--- src/rtl/sdr_cmd_sched.sv ---
// Command scheduler: arbitrates refresh (fixed priority) and host commands onto
// the single SDRAM command-generator path, with timeout, idle gap and late-refresh tracking.
module sdr_cmd_sched #(
  parameter int ASIZE   = 23,
  parameter int GAP     = 2,
  parameter int TIMEOUT = 255,
  parameter int RF_MAX  = 64
) (
  input  logic             clk0,
  input  logic             reset,
  input  logic             rf_req,
  output logic             rf_ack,
  input  logic             host_req,
  input  logic [2:0]       host_cmd,
  input  logic [ASIZE-1:0] host_addr,
  output logic             host_ack,
  output logic             issue_valid,
  output logic [2:0]       issue_cmd,
  output logic [ASIZE-1:0] issue_addr,
  input  logic             issue_done,
  output logic             busy,
  output logic             timeout,
  output logic             rf_late
);

  typedef enum logic [1:0] {IDLE, BUSY, RECOVER} state_t;

  localparam logic [7:0] TIMER_LAST = 8'(TIMEOUT - 1);
  localparam logic [7:0] GAP_LD     = 8'(GAP);
  localparam logic [7:0] RF_LIMIT   = 8'(RF_MAX);
  localparam logic [2:0] CMD_NOP    = 3'b000;
  localparam logic [2:0] CMD_REF    = 3'b011;

  state_t     state, state_nxt;
  logic [7:0] timer, gap_cnt, rf_wait, rf_wait_inc;
  logic       rf_grant, host_grant, expire;

  always_ff @(posedge clk0 or negedge reset) begin
    if (!reset) state <= IDLE;
    else        state <= state_nxt;
  end

  always_comb begin
    state_nxt = state;
    case (state)
      IDLE:    if (rf_req || (host_req && host_cmd != CMD_NOP)) state_nxt = BUSY;
      BUSY:    if (issue_done || timer == TIMER_LAST)
                 state_nxt = (GAP_LD == '0) ? IDLE : RECOVER;
      RECOVER: if (gap_cnt <= 8'd1) state_nxt = IDLE;
      default: state_nxt = IDLE;
    endcase
  end

  always_comb begin
    busy        = (state != IDLE);
    issue_valid = (state == BUSY);
    rf_grant    = (state == IDLE) && rf_req;
    // host_grant also covers a NOP: acked but never issued
    host_grant  = (state == IDLE) && !rf_req && host_req;
    expire      = (state == BUSY) && !issue_done && (timer == TIMER_LAST);
    rf_wait_inc = (rf_wait == 8'hFF) ? 8'hFF : rf_wait + 8'd1;
  end

  always_ff @(posedge clk0 or negedge reset) begin
    if (!reset) begin
      rf_ack     <= 1'b0;
      host_ack   <= 1'b0;
      timeout    <= 1'b0;
      issue_cmd  <= '0;
      issue_addr <= '0;
      timer      <= '0;
      gap_cnt    <= '0;
      rf_wait    <= '0;
      rf_late    <= 1'b0;
    end else begin
      rf_ack   <= rf_grant;
      host_ack <= host_grant;
      timeout  <= expire;

      if (rf_grant) begin
        issue_cmd  <= CMD_REF;
        issue_addr <= '0;
      end else if (host_grant && host_cmd != CMD_NOP) begin
        issue_cmd  <= host_cmd;
        issue_addr <= host_addr;
      end

      // Counters sit at their entry values outside their state, so entry needs no extra logic
      timer   <= (state == BUSY)    ? timer + 8'd1   : '0;
      gap_cnt <= (state == RECOVER) ? gap_cnt - 8'd1 : GAP_LD;

      if (!rf_req || rf_grant) begin
        rf_wait <= '0;
      end else begin
        rf_wait <= rf_wait_inc;
        if (rf_wait_inc >= RF_LIMIT) rf_late <= 1'b1;
      end
    end
  end

endmodule

--- config.mk ---
export PLATFORM = sky130hd
export DESIGN_NAME = sdr_cmd_sched
export DESIGN_NICKNAME = d
export VERILOG_FILES = /design/src/rtl/sdr_cmd_sched.sv
export SDC_FILE = /design/constraint.sdc
export NUM_CORES = 1
export LEC_CHECK = 0
export CELL_PAD_IN_SITES_DETAIL_PLACEMENT = 0
export CELL_PAD_IN_SITES_GLOBAL_PLACEMENT = 2
export CORE_ASPECT_RATIO = 1.1
export CORE_MARGIN = 5
export CORE_UTILIZATION = 31
export CTS_CLUSTER_DIAMETER = 120
export DETAILED_ROUTE_END_ITERATION = 10
export PLACE_DENSITY_LB_ADDON = 0.25
export SLEW_MARGIN = 20
export SYNTH_ARGS = -nofsm -noshare
export SYNTH_HDL_FRONTEND = slang
export SYNTH_SLANG_ARGS = --single-unit
--- constraint.sdc ---
create_clock -name clk0 -period 2.3 [get_ports clk0]
set_input_delay 0.345 -clock clk0 [delete_from_list [all_inputs] [get_ports clk0]]
set_output_delay 0.345 -clock clk0 [all_outputs]
set_load 0.005 [all_outputs]
### Word level (Yosys, flattened, before mapping)

Cells that the tools add are included.

| cells by class | value |
|---|---|
| reductions and logical operators | 18 |
| shift-type cells | 0 |
| bitwise logic cells | 1 |
| order comparisons | 2 |
| eq/ne operators | 7 |
| multiplexer cells | 12 |
| $mul | 0 |
| div/mod/pow operators | 0 |
| add/subtract/negate cells | 3 |

Operators by type and width:

| cell | count |
|---|---|
| 23-bit two-way mux | 2 |
| 8-bit two-way mux | 4 |
| 8-bit by 1-bit adder with 8-bit output, second input constant | 2 |
| 8-bit == test, second input constant | 2 |
| 8-bit by 7-bit greater-or-equal comparator with 1-bit output, second input constant | 1 |
| 8-bit by 1-bit less-or-equal comparator with 1-bit output, second input constant | 1 |
| 8-bit by 1-bit subtractor with 8-bit output, second input constant | 1 |
| 1-bit logical AND | 7 |
| 2-bit two-way mux | 3 |
| 3-bit two-way mux | 2 |
| 2-bit one-hot mux with 3 select lines | 1 |
| 2-bit inequality test, second input constant | 2 |
| 2-bit nonzero test | 2 |
| 1-bit logical OR | 3 |
| 3-bit AND reduction | 1 |
| 3-bit nonzero test | 1 |
| 2-bit by 1-bit == test with 1-bit output, second input constant | 1 |
| 2-bit == test, second input constant | 1 |
| 1-bit logical NOT | 2 |
| 2-bit logical NOT | 1 |
| 2-bit by 1-bit inequality test with 1-bit output, second input constant | 1 |
| 2-bit AND reduction | 1 |
| 1-bit inverter | 1 |

| word-level totals | value |
|---|---|
| latch bits | 0 |
| memory bits (writable) | 0 |
| memories kept | 0 |
| output and inout bits | 32 |
| ROM bits | 0 |
| flip-flop bits (word level) | 56 |

### Depth between registers and ports, before layout

Gate-level depths: netlist of the first run.

| logic depth | value |
|---|---|
| depth after elaboration | 6 |
| mapped depth | 6 |
| mapped depth without buffers | 5 |

### Worst setup path before layout of the first run

Ideal clock, no wire load.

| timing | value |
|---|---|
| path type | register -> register |
| start point | register gap_cnt[4] |
| end point | register gap_cnt[7] |
| cell stages (with the launch flop) | 4 |
| data required time | 2.222 ns |
| clock period less this slack | 1.607 ns |
| arrival time | 1.530 ns |
| setup slack | 0.693 ns |
| path buffers | 0 |
| cells stage by stage | dfrtp_1 -> or4_4 -> or4_1 -> a21oi_1 |

| on the way | value |
|---|---|
| word-level cells in the longest chain between the ends | 2 |

Ends and longest elaborated chain:

| element | RTL line | source |
|---|---|---|
| start, declared | 35 | `logic [7:0] timer, gap_cnt, rf_wait, rf_wait_inc;` |
| start signal, assigned | 90 | `gap_cnt <= (state == RECOVER) ? gap_cnt - 8'd1 : GAP_LD;` |
| 8-bit by 1-bit subtractor with 8-bit output | 90 |  |
| 8-bit two-way mux | 90 |  |

No other way between the ends.
A chain may end at the register's enable or synchronous reset.

### Final worst setup path of the first run

| timing | value |
|---|---|
| start point | register state[1] |
| end point | output port busy |

| on the way | value |
|---|---|
| word-level cells in the longest chain between the ends | 1 |

Ends and longest elaborated chain:

| element | RTL line | source |
|---|---|---|
| start, declared | 34 | `state_t state, state_nxt;` |
| start signal, assigned | 40 | `else state <= state_nxt;` |
| 2-bit nonzero test | 55 | `busy = (state != IDLE);` |
| end, declared | 21 | `output logic busy,` |

No other way between the ends.

==> results of run 1 <==
-- area by class of cell --
| type | count | share of cell area (%) |
|---|---|---|
| well taps | 108 | 4.007 |
| repair buffers | 66 | 19.89 |
| inverters | 13 | 1.447 |
| multi-input cells | 142 | 30.32 |
| clock inverters | 1 | 0.2226 |
| clock buffers | 7 | 2.560 |
| flip-flops and latches | 56 | 41.56 |
-- worst reg2reg max path, cell delays in order (launching register included) --
cell and delay [ns]:
dfrtp_1 0.43, or4_4 0.57, or4_1 0.48, a21oi_1 0.15
-- through the flow --
step           instances  hold slack (ns)
3_3_place_gp         385           0.4052
3_5_place_dp         385           0.4123
2_1_floorplan        221          0.04941
5_1_grt              393          0.09982
6_report             393          0.05063
4_1_cts              393          0.06475
-- power breakdown --
group          switching (mW)  internal (mW)  leakage [nW]
Clock                   0.316          0.246        0.0445
Combinational           0.498          0.831         0.672
Sequential              0.181           1.27         0.731
-- metal layers --
layer	GRT usage, %	part of all wire, %	wire [µm]
met5	0	0	0
met4	3.659	1.3	69
met2	17.98	49	2633
met3	2.804	3.6	191
met1	15.38	46	2446
-- cell usage after synthesis (all sizes together), types with 2 or more instances --
library cell and number:
xor2 2, inv 13, buf 4, nor2b 24, nor3b 3, mux2i 2, clkbuf 6, or2 2
a31oi 2, and3 2, nand3 7, xnor2 5, a21oi 12, mux2 24, dfrtp 56, nand4 2
nor2 14, o31ai 3, nand2 3, or3 6, o21ai 8, nor4 3, nand2b 2, or4 3
ha 5
-- path summary, 6_finish.rpt --
path | start | depth (start not counted) | end
min in group clk0 | state[1] | 1 | gap_cnt[1]
max in group asynchronous | reset | 2 | rf_ack
max | state[1] | 2 | busy
min reg2reg | state[1] | 1 | gap_cnt[1]
min | reset | 1 | state[1]
max reg2reg | gap_cnt[4] | 3 | gap_cnt[7]
-- sequential cells by signal (all words and copies together) (netlist names) --
register,cells
rf_late,1
state,2
timer,8
issue_cmd,3
host_ack,1
timeout,1
rf_ack,1
gap_cnt,8
rf_wait,8
issue_addr,23
-- cells by family after synthesis --
kind of cell | count (synthesis)
and+or+nand+nor | 73
DFF | 56
AOI/OAI and AO/OA | 31
muxes | 26
buffers and inverters | 23
xor gates and xnor gates | 7
adders and majority gates | 5
==> key figures, run 1 <==
Run status
  – Status: finished, final reports clean

Place
  – Area after DPL: 3278 µm²
  – Hpwl dp: 3901 µm
  – Pre-CTS setup slack: 0.2466 ns
  – Gp weighted congestion: 0.7054
  – Port Buffers: 62

Pwr
  – Pwr dens: 991.1 nW/µm²
  – LEAKAGE: 1.448 nW
  – Peak VDD IR: 376.2 µV
  – Overall power after layout: 3.342 mW

Finish
  – Most common cell after layout, fill and taps aside: clkdlybuf4s50_1
  – Layout cells sized above 1: 14.39%
  – Antenna fix cells: 0
  – Commonest cells after routing, fill and taps aside: 61 x clkdlybuf4s50_1, 56 x dfrtp_1, 24 x nor2b_1, 24 x mux2_2, 14 x nor2_1
  – Design Area, Final: 3372 µm²
  – Layout Nets: 320
  – Area of the multi-input gates: 1022 µm²
  – Area Growth Syn to Fin: 33.81%
  – Fin util: 42.62%
  – Number of fillers in the final layout: 809
  – Sequential cell area: 1401 µm²

Logic synthesis
  – Synth Area in Simple Gates: 16.78%
  – Synth warn: 0
  – Post-synth EDFFs: 0
  – Synth Area in Compound Gates: 7.349%
  – Largest family of logic cells by synthesized area: simple AND/OR/NAND/NOR gates
  – Syn_area_per_cell: 11.40 µm²
  – Yosys top cell by area: dfrtp_1
  – Synth cell types: 37
  – FF+latch count, synth: 56
  – Post-synthesis async set-or-reset flop share: 100.0%
  – Post-synth top flop: dfrtp_1
  – Mux contribution to synthesized area: 11.52%
  – Synth Area in Adders: 2.483%
  – Syn_nets: 257
  – Post-synthesis cell area: 2520 µm²
  – Syn Inst Count: 221
  – Synth top area cells: dfrtp_1 56%, mux2_2 11%, nor2b_1 6.0%
  – Top-area cell type share of the netlist area: 55.61%
  – Synth Area in XOR/XNOR: 2.433%
  – Post-synthesis sequential area ratio: 55.61%

Worst hold path
  – Worst Hold Class: input port to async pin

Clock tree
  – CTS tree: done
  – Post-CTS Setup Repair Bufs: 0
  – Worst-path clk slew: 0.10 ns
  – H-tree levels: 2
  – Clock Sinks: 56
  – Clock root cell: clkbuf_8
  – Cts hold-fix bufs: 0
  – PostCTS Resize Cnt: 0
  – Clock tree buffer depth: 2
  – CTS Buf Count: 5
  – Worst skew pair latency: 0.31 ns

Floorplanning
  – Die Ht: 104.6 µm
  – Core area: 7913 µm²
  – Die Area: 10030 µm²
  – Starting Density: 31.85%
  – # rows: 34
  – Die width: 95.97 µm
  – IO Pins: 63

Timing
  – Final min period: 1.881 ns
  – Fin worst setup slack: 0.4188 ns
  – Worst Skew: 0.005688 ns
  – Fin crit share: 81.79%
  – Total negative slack: 0 ns
  – RSZ-0062 raised after global routing: no
  – Max Slew Vio Count: 0
  – Final Hold Fails: 0
  – # setup viols final: 0
  – Slew HR: 57.04%
  – Max Fclk: 531.6 MHz
  – Worst Tran Pin Value: 0.6443 ns

Setup path
  – Crit end category: output port
  – Setup crit start kind: flop
  – Maximum fanout along the worst path: 5
  – Slowest CP cell: clkdlybuf4s50_1
  – CP required: 1.96 ns
  – Cell Chain, Critical Path: or2_1 > clkdlybuf4s50_1
  – Crit-path max cell delay: 0.48 ns
  – Crit path DAT: 1.54 ns
  – R2R Setup Slk: 0.61 ns
  – Setup CP Type: flop to output port
  – Delay-heaviest family, CP: buffers and inverters
  – WP buf/inv: 1

Routing
  – 1st-pass router iterations: 4
  – WL/cell: 13.59 µm
  – Iter 0 DRT Violations: 36
  – Final wirelength: 5340 µm
  – DRT antenna net count: 0
  – DRC: 0
  – Via density: 4.557
  – Vias after detailed routing: 1791

Global route
  – Vias in the first global route: 1820
  – Grt total ovfl: 0
  – Largest net degree at the start of global routing: 32
  – Antenna violations before repair: 0
  – First-pass GRT wire length: 8970 µm
  – GRT Total Usage: 11.43%

Flow run
  – Max-Cap Viols: 0
Note: power is estimated with default switching activity, not from simulation.
==> run 2: changes to the inputs <==
==> constraint.sdc (replaced) <==
create_clock -name clk0 -period 2 [get_ports clk0]
set_input_delay 0.3 -clock clk0 [delete_from_list [all_inputs] [get_ports clk0]]
set_output_delay 0.3 -clock clk0 [all_outputs]
set_load 0.005 [all_outputs]
==> key figures, run 2 (synthesis results as in run 1) <==
Pwr
  – Pwr dens: 1159 nW/µm²
  – Peak VDD IR: 443.9 µV
  – LEAKAGE: 1.467 nW

Global route
  – First-pass GRT wire length: 8997 µm
  – Antenna violations before repair: 0
  – Vias in the first global route: 1835
  – Largest net degree at the start of global routing: 38
  – GRT Total Usage: 11.47%
  – Grt total ovfl: 0

Clock tree
  – Worst-path clk slew: 0.10 ns
  – Clock tree buffer depth: 2
  – Clock root cell: clkbuf_8
  – CTS Buf Count: 5
  – H-tree levels: 2
  – CTS tree: done
  – Clock Sinks: 56
  – Post-CTS Setup Repair Bufs: 0
  – Worst skew pair latency: 0.30 ns

Routing
  – Final wirelength: 5419 µm
  – Via density: 4.529
  – DRC: 0
  – 1st-pass router iterations: 3
  – Iter 0 DRT Violations: 31
  – DRT antenna net count: 0
  – Vias after detailed routing: 1789
  – WL/cell: 13.72 µm

Finish
  – Largest Register: issue_addr
  – Layout Nets: 322
  – Antenna fix cells: 0
  – Commonest cells after routing, fill and taps aside: 61 x clkdlybuf4s50_1, 56 x dfrtp_1, 24 x nor2b_1, 24 x mux2_2, 14 x nor2_1
  – Design Area, Final: 3407 µm²
  – Non-Filler Instances: 395
  – Layout cells sized above 1: 14.98%
  – Max reg flops: 23
  – Area Growth Syn to Fin: 35.20%
  – Most common cell after layout, fill and taps aside: clkdlybuf4s50_1

Floorplanning
  – Die width: 95.97 µm
  – Die Ht: 104.6 µm
  – Die Area: 10030 µm²
  – # rows: 34
  – Starting Density: 31.85%
  – Core area: 7913 µm²
  – IO Pins: 63

Timing
  – Max Fclk: 547.0 MHz
  – Slew HR: 66.67%
  – Worst Tran Pin Value: 0.5000 ns
  – Max Slew Vio Count: 0
  – Worst Skew: 0.003425 ns
  – Final min period: 1.828 ns
  – Fin crit share: 91.41%
  – # setup viols final: 0
  – Final Hold Fails: 0
  – Fin Hold WS: 0.4789 ns
  – RSZ-0062 raised after global routing: no
  – Total negative slack: 0 ns
  – Fin worst setup slack: 0.1718 ns

Setup path
  – CP required: 1.70 ns
  – Setup CP Type: flop to output port
  – Crit end category: output port
  – Setup crit start kind: flop
  – Crit path DAT: 1.53 ns
  – Maximum fanout along the worst path: 5

Place
  – Hpwl dp: 3927 µm
  – Pre-CTS setup slack: 0.1026 ns
  – Port Buffers: 62
  – Gp weighted congestion: 0.7490
  – Area after DPL: 3286 µm²
  – Placed Cells: 386

Worst hold path
  – Worst Hold Class: input port to async pin

Run status
  – Status: finished, final reports clean

Flow run
  – Max-Cap Viols: 0
==> run 2: changes by cell type in the layout (fill, tap and decap cells not counted) <==
cell | previous run | this run
clkbuf_1 | 1 | 0
clkinv_2 | 0 | 1
bufinv_16 | 0 | 1
buf_4 | 2 | 3
clkbuf_8 | 6 | 5
dlygate4sd3_1 | 0 | 1
==> run 2: worst paths after layout <==
kind / to / start / slack, ns / cells past startpoint
worst max-delay path: busy / state[1] / 0.17 / 2
worst min-delay path: timer[7] / reset / 0.48 / 2
worst max register to register: gap_cnt[7] / gap_cnt[4] / 0.31 / 3
worst min register to register: gap_cnt[1] / state[1] / 0.51 / 1
max in group asynchronous: issue_addr[20] / reset / 0.94 / 3
min in group clk0: gap_cnt[1] / state[1] / 0.51 / 1
==> run 2: timing repair <==
item                                   4_1_cts  5_1_grt
endpoints found under the hold margin       19        0
hold buffers                                 1        0
gates resized for setup                      0        0
==> run 2: through the flow <==
stage / total power, mW / utilization, %
floorplan: 2.408 / -
global placement: 3.262 / 41.52
detailed placement: 3.270 / 41.52
CTS: 4.037 / 43.06
global route: 4.226 / 43.06
finish: 3.948 / 43.06
==> run 2: worst max-delay path: stages, from the launching register on <==
cell and delay, ns:
dfrtp_1 0.41, or2_1 0.33, clkdlybuf4s50_1 0.48
==> run 2: routing by layer <==
metal / GRT usage, % / part of all wire [%] / vias to the layer above
met5: 0 / 0 / -
met4: 3.963 / 1.1 / 0
met3: 3.595 / 4.5 / 5
met2: 18.88 / 52 / 32
met1: 14.05 / 43 / 863
li1: - / - / 889
==> run 2: area by class of cell <==
type | count | area [µm²]
clock buffer | 5 | 68.82
clock inverter | 3 | 42.54
fill | 810 | 4506
inverter | 13 | 48.80
multi-input combinational | 142 | 1022
sequential | 56 | 1401
tap | 108 | 135.1
timing repair buffer | 68 | 688.2
==> run 2: power by group <==
part           total, mW  internal, mW  switching, mW
Clock              0.736         0.371          0.365
Sequential          1.67          1.46          0.205
Combinational       1.55         0.969          0.578
Total               3.95          2.80           1.15
